## src/rtl/psum_accumulator.sv

```systemverilog
// ---------------------------------------------------------------------------
// psum_accumulator
//
// Channel-wise partial-sum accumulator feeding the hard-swish activation
// segment. A burst of signed MAC products (first .. last) is summed onto a
// per-channel bias. The final sum is saturated to DATA_WIDTH and presented
// with a one-cycle valid strobe.
//
// Ports:
//   clk        rising-edge clock
//   rst        synchronous active-high reset (overrides en)
//   en         global stall; when 0 every register holds
//   in_valid   product beat present
//   in_data    signed product (PROD_WIDTH)
//   first      beat is the first term of a burst
//   last       beat is the final term of a burst
//   bias       signed bias (DATA_WIDTH), sampled on a first beat
//   out_data   signed saturated burst result (DATA_WIDTH)
//   out_valid  one-cycle result strobe
//   out_sat    result was clipped (qualifies out_valid)
//   busy       burst in progress
//   err        sticky protocol-error flag, cleared only by rst
// ---------------------------------------------------------------------------
module psum_accumulator #(
  parameter int DATA_WIDTH = 26,
  parameter int PROD_WIDTH = 16,
  parameter int FRAC_BITS  = 9,
  parameter int GUARD_BITS = 4
) (
  input  logic                  clk,
  input  logic                  rst,
  input  logic                  en,
  input  logic                  in_valid,
  input  logic [PROD_WIDTH-1:0] in_data,
  input  logic                  first,
  input  logic                  last,
  input  logic [DATA_WIDTH-1:0] bias,
  output logic [DATA_WIDTH-1:0] out_data,
  output logic                  out_valid,
  output logic                  out_sat,
  output logic                  busy,
  output logic                  err
);

  localparam int ACC_W = DATA_WIDTH + GUARD_BITS;

  // Products and bias share the same binary point, so the fractional width
  // only matters as a sanity bound on the parameter set.
  if (GUARD_BITS < 1 || PROD_WIDTH > DATA_WIDTH || FRAC_BITS >= DATA_WIDTH) begin : g_param_check
    $error("psum_accumulator: inconsistent width parameters");
  end

  typedef enum logic {
    IDLE = 1'b0,
    ACC  = 1'b1
  } state_t;

  state_t                  state_reg, state_next;
  logic [ACC_W-1:0]        acc_reg, acc_next;
  logic [DATA_WIDTH-1:0]   out_data_reg, out_data_next;
  logic                    out_valid_reg, out_valid_next;
  logic                    out_sat_reg, out_sat_next;
  logic                    err_reg, err_next;

  // Datapath signals
  logic                    start_burst;
  logic                    proto_err;
  logic [ACC_W-1:0]        prod_ext;
  logic [ACC_W-1:0]        bias_ext;
  logic [ACC_W-1:0]        base;
  logic [ACC_W:0]          sum_wide;
  logic [ACC_W-1:0]        sum;
  logic                    sum_in_range;
  logic [DATA_WIDTH-1:0]   sum_sat;

  localparam logic [ACC_W-1:0]      ACC_MAX  = {1'b0, {(ACC_W-1){1'b1}}};
  localparam logic [ACC_W-1:0]      ACC_MIN  = {1'b1, {(ACC_W-1){1'b0}}};
  localparam logic [DATA_WIDTH-1:0] DATA_MAX = {1'b0, {(DATA_WIDTH-1){1'b1}}};
  localparam logic [DATA_WIDTH-1:0] DATA_MIN = {1'b1, {(DATA_WIDTH-1){1'b0}}};

  // -------------------------------------------------------------------------
  // Datapath
  // -------------------------------------------------------------------------
  always_comb begin
    prod_ext = {{(ACC_W-PROD_WIDTH){in_data[PROD_WIDTH-1]}}, in_data};
    bias_ext = {{(ACC_W-DATA_WIDTH){bias[DATA_WIDTH-1]}}, bias};

    // A beat arriving while idle always opens a burst, with or without
    // first; a first beat mid-burst throws the running sum away.
    start_burst = (state_reg == IDLE) || first;
    proto_err   = ((state_reg == IDLE) && !first) || ((state_reg == ACC) && first);

    base     = start_burst ? bias_ext : acc_reg;
    sum_wide = {base[ACC_W-1], base} + {prod_ext[ACC_W-1], prod_ext};

    // The guard bits make overflow of the accumulator practically
    // unreachable; should it happen anyway, clamp rather than wrap so the
    // sign of the result can never flip.
    if (sum_wide[ACC_W] != sum_wide[ACC_W-1]) begin
      sum = sum_wide[ACC_W] ? ACC_MIN : ACC_MAX;
    end else begin
      sum = sum_wide[ACC_W-1:0];
    end

    // Result fits DATA_WIDTH when all bits from the DATA_WIDTH sign bit
    // upward agree.
    sum_in_range = (sum[ACC_W-1:DATA_WIDTH-1] == '0) ||
                   (sum[ACC_W-1:DATA_WIDTH-1] == '1);

    if (sum_in_range) begin
      sum_sat = sum[DATA_WIDTH-1:0];
    end else if (sum[ACC_W-1]) begin
      sum_sat = DATA_MIN;
    end else begin
      sum_sat = DATA_MAX;
    end
  end

  // -------------------------------------------------------------------------
  // Next-state / output logic
  // -------------------------------------------------------------------------
  always_comb begin
    state_next     = state_reg;
    acc_next       = acc_reg;
    out_data_next  = out_data_reg;
    out_valid_next = 1'b0;
    out_sat_next   = out_sat_reg;
    err_next       = err_reg;

    if (in_valid) begin
      acc_next = sum;
      if (proto_err) begin
        err_next = 1'b1;
      end
      if (last) begin
        state_next     = IDLE;
        out_valid_next = 1'b1;
        out_data_next  = sum_sat;
        out_sat_next   = !sum_in_range;
      end else begin
        state_next = ACC;
      end
    end
  end

  // -------------------------------------------------------------------------
  // Registers: everything freezes while en is low.
  // -------------------------------------------------------------------------
  always_ff @(posedge clk) begin
    if (rst) begin
      state_reg     <= IDLE;
      acc_reg       <= '0;
      out_data_reg  <= '0;
      out_valid_reg <= 1'b0;
      out_sat_reg   <= 1'b0;
      err_reg       <= 1'b0;
    end else if (en) begin
      state_reg     <= state_next;
      acc_reg       <= acc_next;
      out_data_reg  <= out_data_next;
      out_valid_reg <= out_valid_next;
      out_sat_reg   <= out_sat_next;
      err_reg       <= err_next;
    end
  end

  assign out_data  = out_data_reg;
  assign out_valid = out_valid_reg;
  assign out_sat   = out_sat_reg;
  assign busy      = (state_reg == ACC);
  assign err       = err_reg;

endmodule
```

## config.mk

```make
export PLATFORM = sky130hd
export DESIGN_NAME = psum_accumulator
export DESIGN_NICKNAME = d
export VERILOG_FILES = /design/src/rtl/psum_accumulator.sv
export SDC_FILE = /design/constraint.sdc
export NUM_CORES = 1
export LEC_CHECK = 0
export ABC_AREA = 1
export BUFFER_PORTS_ARGS = -buffer_cell sky130_fd_sc_hd__buf_2
export CAP_MARGIN = 30
export CORE_MARGIN = 5
export CORE_UTILIZATION = 58
export DETAILED_ROUTE_END_ITERATION = 8
export HOLD_SLACK_MARGIN = 0.15
export PLACE_DENSITY = 0.81
export SLEW_MARGIN = 0
export SYNTH_ARGS = -nofsm -noshare
export SYNTH_HDL_FRONTEND = slang
export SYNTH_SLANG_ARGS = --single-unit
```

## constraint.sdc

```tcl
create_clock -name clk -period 4.75 [get_ports clk]
set_input_delay 0.475 -clock clk [delete_from_list [all_inputs] [get_ports clk]]
set_output_delay 0.475 -clock clk [all_outputs]
set_load 0.03 [all_outputs]
```

* Yosys cells after proc, flatten, opt, wreduce, memory -nomap -nowiden
Index checks and enable logic that the tools add are counted.
** Storage, ports and cells
- Bits in registers :: 60
- Bits of input ports :: 48
- Output and inout bits :: 30
** Cells by class
- Add/subtract/negate cells :: 1
- Equal/unequal tests :: 2
- Multiplexer cells :: 8
- Bitwise operators :: 1
- Reduce and logical (&&, ||, !) cells :: 11
** Operators by type and width (number)
- 30-bit two-way mux :: 3
- 26-bit two-way mux :: 2
- 30-bit by 16-bit adder with 31-bit output :: 1
- 3-bit AND reduction :: 2
- 5-bit equality test (second input constant) :: 1
- 5-bit zero test :: 1
- 1-bit logical OR :: 3
- 1-bit two-way mux :: 3
- 1-bit logical AND :: 2
- 1-bit zero test :: 2
- 2-bit AND reduction :: 1
- 1-bit != test :: 1
- 1-bit inverter :: 1

* Logic depth before layout (Yosys ltp)
- Depth in word-level cells :: 9
- Mapped depth :: 29
- Depth with buffers taken out :: 24

* Worst setup path after synthesis
No wires, ideal clock.
- Kind :: reg2reg
- Start :: register state_reg (netlist: busy)
- End :: register out_data_reg[15] (netlist: out_data[15])
- Setup time :: 122 ps
- Arrival time :: 4260 ps
- Data required time :: 4628 ps
- Path slack :: 368 ps
- Stages on the path, launching flop included :: 29
- Clock period less this slack :: 4382 ps
- Cells stage by stage :: dfxtp_1 ha_1 clkbuf_1 clkbuf_1 nor2_1 a21oi_1 ha_1 nand2_1 nand2_1 nand2_1 nand2_1 nand2_1 nand3_1 nand2_1 nand3_1 a211o_1 xor2_1 inv_1 ha_1 buf_2 inv_1 buf_2 nand3_2 nand2_1 nor2_2 nand2_2 a21oi_4 buf_6 a21oi_2
** Between the ends
- Word-level cells in the longest chain between the ends :: 9
- Elaborated cells between the ends (all ways) :: 12
- Those cells by class :: 1 x add/sub; 2 x eq/ne; 5 x mux; 1 x bitwise; 3 x reduce/logical
** RTL lines
- from (decl) :: line 58 : state_t state_reg, state_next;
- from (signal assigned) :: line 158 : state_reg <= state_next;
- 1-bit inverter * :: line 90 : start_burst = (state_reg == IDLE) || first;
- 1-bit logical OR * :: line 90
- 30-bit two-way mux * :: line 93 : base = start_burst ? bias_ext : acc_reg;
- 30-bit by 16-bit adder with 31-bit output * :: line 94 : sum_wide = {base[ACC_W-1], base} + {prod_ext[ACC_W-1], prod_ext};
- 30-bit two-way mux or 1-bit != test (tied branches) :: line 100, 99
- 30-bit two-way mux * :: line 99 : if (sum_wide[ACC_W] != sum_wide[ACC_W-1]) begin
- 5-bit equality test or 5-bit zero test (tied branches) :: line 108, 107
- 1-bit logical OR :: line 107 : sum_in_range = (sum[ACC_W-1:DATA_WIDTH-1] == '0) ||
- 26-bit two-way mux * :: line 110 : if (sum_in_range) begin
- to (signal assigned) :: line 160 : out_data_reg <= out_data_next;
- to (decl) :: line 60 : logic [DATA_WIDTH-1:0] out_data_reg, out_data_next;
Every way passes the cells marked *; elsewhere a longest branch is shown, timed or not.
A chain may end at the register's enable or synchronous reset.

* Worst setup path in the final report
- Start :: register state_reg (netlist: busy)
- End :: register out_data_reg[10] (netlist: out_data[10])
Same word-level chain as after synthesis.

==> flow_metrics.env <==
export IMPL_min_to="out_valid"
export IMPL_post_route_util_pct=67.9
export IMPL_maxSlewViolCount=0
export IMPL_synthMuxAreaShare_pct=0
export IMPL_ioPinCount=78
export IMPL_drt_first_iter_violations=211
export IMPL_synth_fa_ha_area_share_pct=9.07
export IMPL_pwr_share_seq_pct=27.6
export IMPL_gr_total_overflow=0
export IMPL_path_clk_slew_ps=70
export IMPL_critPathTopFamily="adder cells"
export IMPL_syn_area_sq_um=4910
export IMPL_cts_htree_levels=3
export IMPL_peakVddDrop_v=0.000302
export IMPL_power_switching_mw=0.896
export IMPL_place_congestion=1.01
export IMPL_drt_wl_total_microns=14000
export IMPL_worstPathArrival_ps=4560
export IMPL_status="completed"
export IMPL_grt_pass1_vias=4969
export IMPL_reg2reg_to="out_data[10]"
export IMPL_timing_slew_headroom_pct=46.1
export IMPL_syn_avg_cell_area_sq_um=6.03
export IMPL_yosysWarningCount=0
export IMPL_post_cts_resized=0
export IMPL_setup_viol=0
export IMPL_die_w_microns=102
export IMPL_dieArea_sq_um=10400
export IMPL_core_area_sq_um=8220
export IMPL_internal_power_mw=1.14
export IMPL_yosysSeqAreaShare_pct=24.5
export IMPL_synth_top_area_share_pct=24.5
export IMPL_rrSetupSlack_ps=400
export IMPL_maxCapViolations=0
export IMPL_drc_errors=0
export IMPL_worstMarginPinSlew_ps=807
export IMPL_fin_crit_sh_pct=91.6
export IMPL_fin_nets=968
export IMPL_ys_top_cells_by_area="dfxtp_1 24%, nand2_1 16%, a21oi_1 11%, inv_1 11%, ha_1 8.7%"
export IMPL_syn2layout_area_growth_pct=13.7
export IMPL_grt_start_max_net_pins=54
export IMPL_yosys_cell_types_count=37
export IMPL_ctsHoldBuffers=0
export IMPL_drtAntennaViolNets=0
export IMPL_synth_top_family_by_area="simple AND/OR/NAND/NOR gates"
export IMPL_die_y_microns=102
export IMPL_synth_xor_area_share_pct=1.07
export IMPL_cts_tree="built"
export IMPL_ff2ff_path_depth=25
export IMPL_wl_per_cell_microns=14.1
export IMPL_yosys_area_share_simple_pct=29.0
export IMPL_syn_nets=898
export IMPL_rsz0062_at_grt="false"
export IMPL_fmax_mhz=230
export IMPL_dp_hpwl_microns=11200
export IMPL_ys_seq_elements=60
export IMPL_antenna_found_initial=0
export IMPL_worstHoldPathType="input pin to flop"
export IMPL_power_density_nw_per_um2=365
export IMPL_min_from="en"
export IMPL_synth_compound_area_share_pct=22.3
export IMPL_antennaDiodeCount=0
export IMPL_p_total_mw=2.04
export IMPL_vias=5273
export IMPL_largest_reg_flops=30
export IMPL_layout_min_cycle_time_ps=4350
export IMPL_track_usage_pct=27.1
export IMPL_finalHoldViolations=0
export IMPL_slowest_stage="ha_2"
export IMPL_cts_buffer_depth=2
export IMPL_placementRows=33
export IMPL_dr_pass1_iters=5
export IMPL_postCtsSetupRepairBufs=0
export IMPL_setup_tns_ps=0
export IMPL_io_buffers=77
export IMPL_slowest_delay_ps=440
export IMPL_power_frac_clock_pct=24.8
export IMPL_switching_share_pct=44.0
export IMPL_required_ps=4970
export IMPL_path_max_fanout=26
export IMPL_start_util_pct=59.8
export IMPL_crit_type="flop to flop"
export IMPL_cp_end_kind="flop"
export IMPL_rr_startpoint="busy"
export IMPL_synthCells=815
export IMPL_vias_per_cell=5.30
export IMPL_cts_sinks=60
export IMPL_yosys_area_top_type="dfxtp_1"
export IMPL_critPathLaunchType="flop"
export IMPL_insertion_delay_ps=350
export IMPL_hold_depth=4
export IMPL_path_buf_inv=6
export IMPL_grt_pass1_wl_microns=22400
export IMPL_root_buffer="clkbuf_8"
export IMPL_drive_gt1_share_pct=16.1
export IMPL_finClkSkew_ps=12.5
export IMPL_p_leak_nw=3.15
export IMPL_numCtsBuffers=9
export IMPL_pwr_share_comb_pct=47.6
per-stage QoR:
step,hold slack [ps],setup WS (ps),cells,cell area (sq um)
finish,406,401,995,5580
CTS,402,447,995,5580
detailed placement,440,195,979,5370
global placement,439,354,979,5370
floorplan,467,368,815,4910
global route,440,16.2,995,5580
cell families (layout without fill, tap and decap cells):
family / count (synthesis) / after routing
simple gates: 337 / 337
buf+inv: 173 / 248
fa+ha+maj: 35 / 35
compound gates: 204 / 204
xor+xnor: 6 / 6
flops: 60 / 60
worst reg2reg max path: stages, from the launching register on:
cell	delay, ps
dfxtp_1	350
ha_2	440
buf_4	260
nor2_1	70
a21oi_1	230
ha_1	330
nand2_1	80
nand2_1	50
inv_1	70
nor2_1	40
nor2_1	80
nand2_1	60
nand2_1	80
nand3_1	110
a211o_1	280
xor2_1	180
inv_1	60
ha_1	340
inv_1	120
nand3_1	150
inv_1	70
nor2_2	110
nand2_2	80
a21oi_4	120
buf_4	330
a21oi_1	140
cell usage after synthesis:
| master | instances |
|---|---|
| nor2_2 | 2 |
| o21ai_0 | 75 |
| a21oi_4 | 1 |
| a21oi_1 | 108 |
| buf_4 | 2 |
| a211o_1 | 1 |
| inv_2 | 1 |
| nand3b_1 | 1 |
| nor3_2 | 1 |
| nor2_1 | 66 |
| nor2_4 | 1 |
| and2_1 | 1 |
| nor3_1 | 3 |
| a21o_1 | 2 |
| and3_1 | 1 |
| or2_2 | 5 |
| o31ai_1 | 1 |
| nand4_1 | 1 |
| o21bai_1 | 2 |
| nand3_2 | 7 |
| nand2_4 | 1 |
| a21oi_2 | 10 |
| dfxtp_1 | 60 |
| a31o_2 | 1 |
| o211ai_1 | 3 |
| buf_1 | 1 |
| ha_1 | 34 |
| nand2_1 | 204 |
| nand3_1 | 36 |
| xor2_1 | 5 |
| xnor2_1 | 1 |
| nand2_2 | 7 |
| inv_1 | 142 |
| buf_6 | 4 |
| buf_2 | 3 |
| clkbuf_1 | 20 |
| fa_1 | 1 |
how the worst max path moves through the flow:
stage               depth (start not counted)  slack, ps      endpoint  start
finish                                     25        400  out_data[10]   busy
global route                               20         20  out_data[24]   busy
CTS                                        25        450  out_data[10]   busy
detailed placement                         27        190  out_data[10]  first
global placement                           23        350   out_data[5]  first
floorplan                                  28        370  out_data[15]   busy
final cells by class:
cell class / count / area (sq um)
multi-input combinational: 582 / 3020
fill: 800 / 2630
sequential: 60 / 1200
inverter: 143 / 537
timing repair buffer: 89 / 475
tap: 105 / 131
clock buffer: 9 / 124
clock inverter: 7 / 91.3
layout by cell type (no fill, tap or decap), types with 2 or more instances in the layout:
cell type  instances
bufinv_16          2
nand2_1          204
nor2_2             2
nand2_2            7
nand3_2            7
o211ai_1           3
dfxtp_1           60
or2_2              5
buf_4             12
inv_1            142
a21oi_2           10
ha_1              33
o21bai_1           2
a21o_1             2
xor2_1             5
o21ai_0           75
clkbuf_8           9
a21oi_1          108
clkinv_2           3
nand3_1           36
buf_2             77
nor3_1             3
nor2_1            66
per-layer routing:
metal,track usage (%),wire (microns),vias to the layer above
li1,-,-,2726
met1,31.2,5740,2348
met2,49.3,7090,160
met3,4.37,689,39
met4,11.6,475,0
met5,0,0,-
power groups by stage:
stage / logic, mW / clock network, mW / registers, mW
2_1_floorplan: 0.686 / 0 / 0.605
5_1_grt: 1.08 / 0.532 / 0.566
3_5_place_dp: 0.957 / 0 / 0.573
6_report: 0.970 / 0.504 / 0.562
4_1_cts: 0.963 / 0.508 / 0.562
3_3_place_gp: 0.942 / 0 / 0.571
Note: power is estimated with default switching activity, not from simulation.
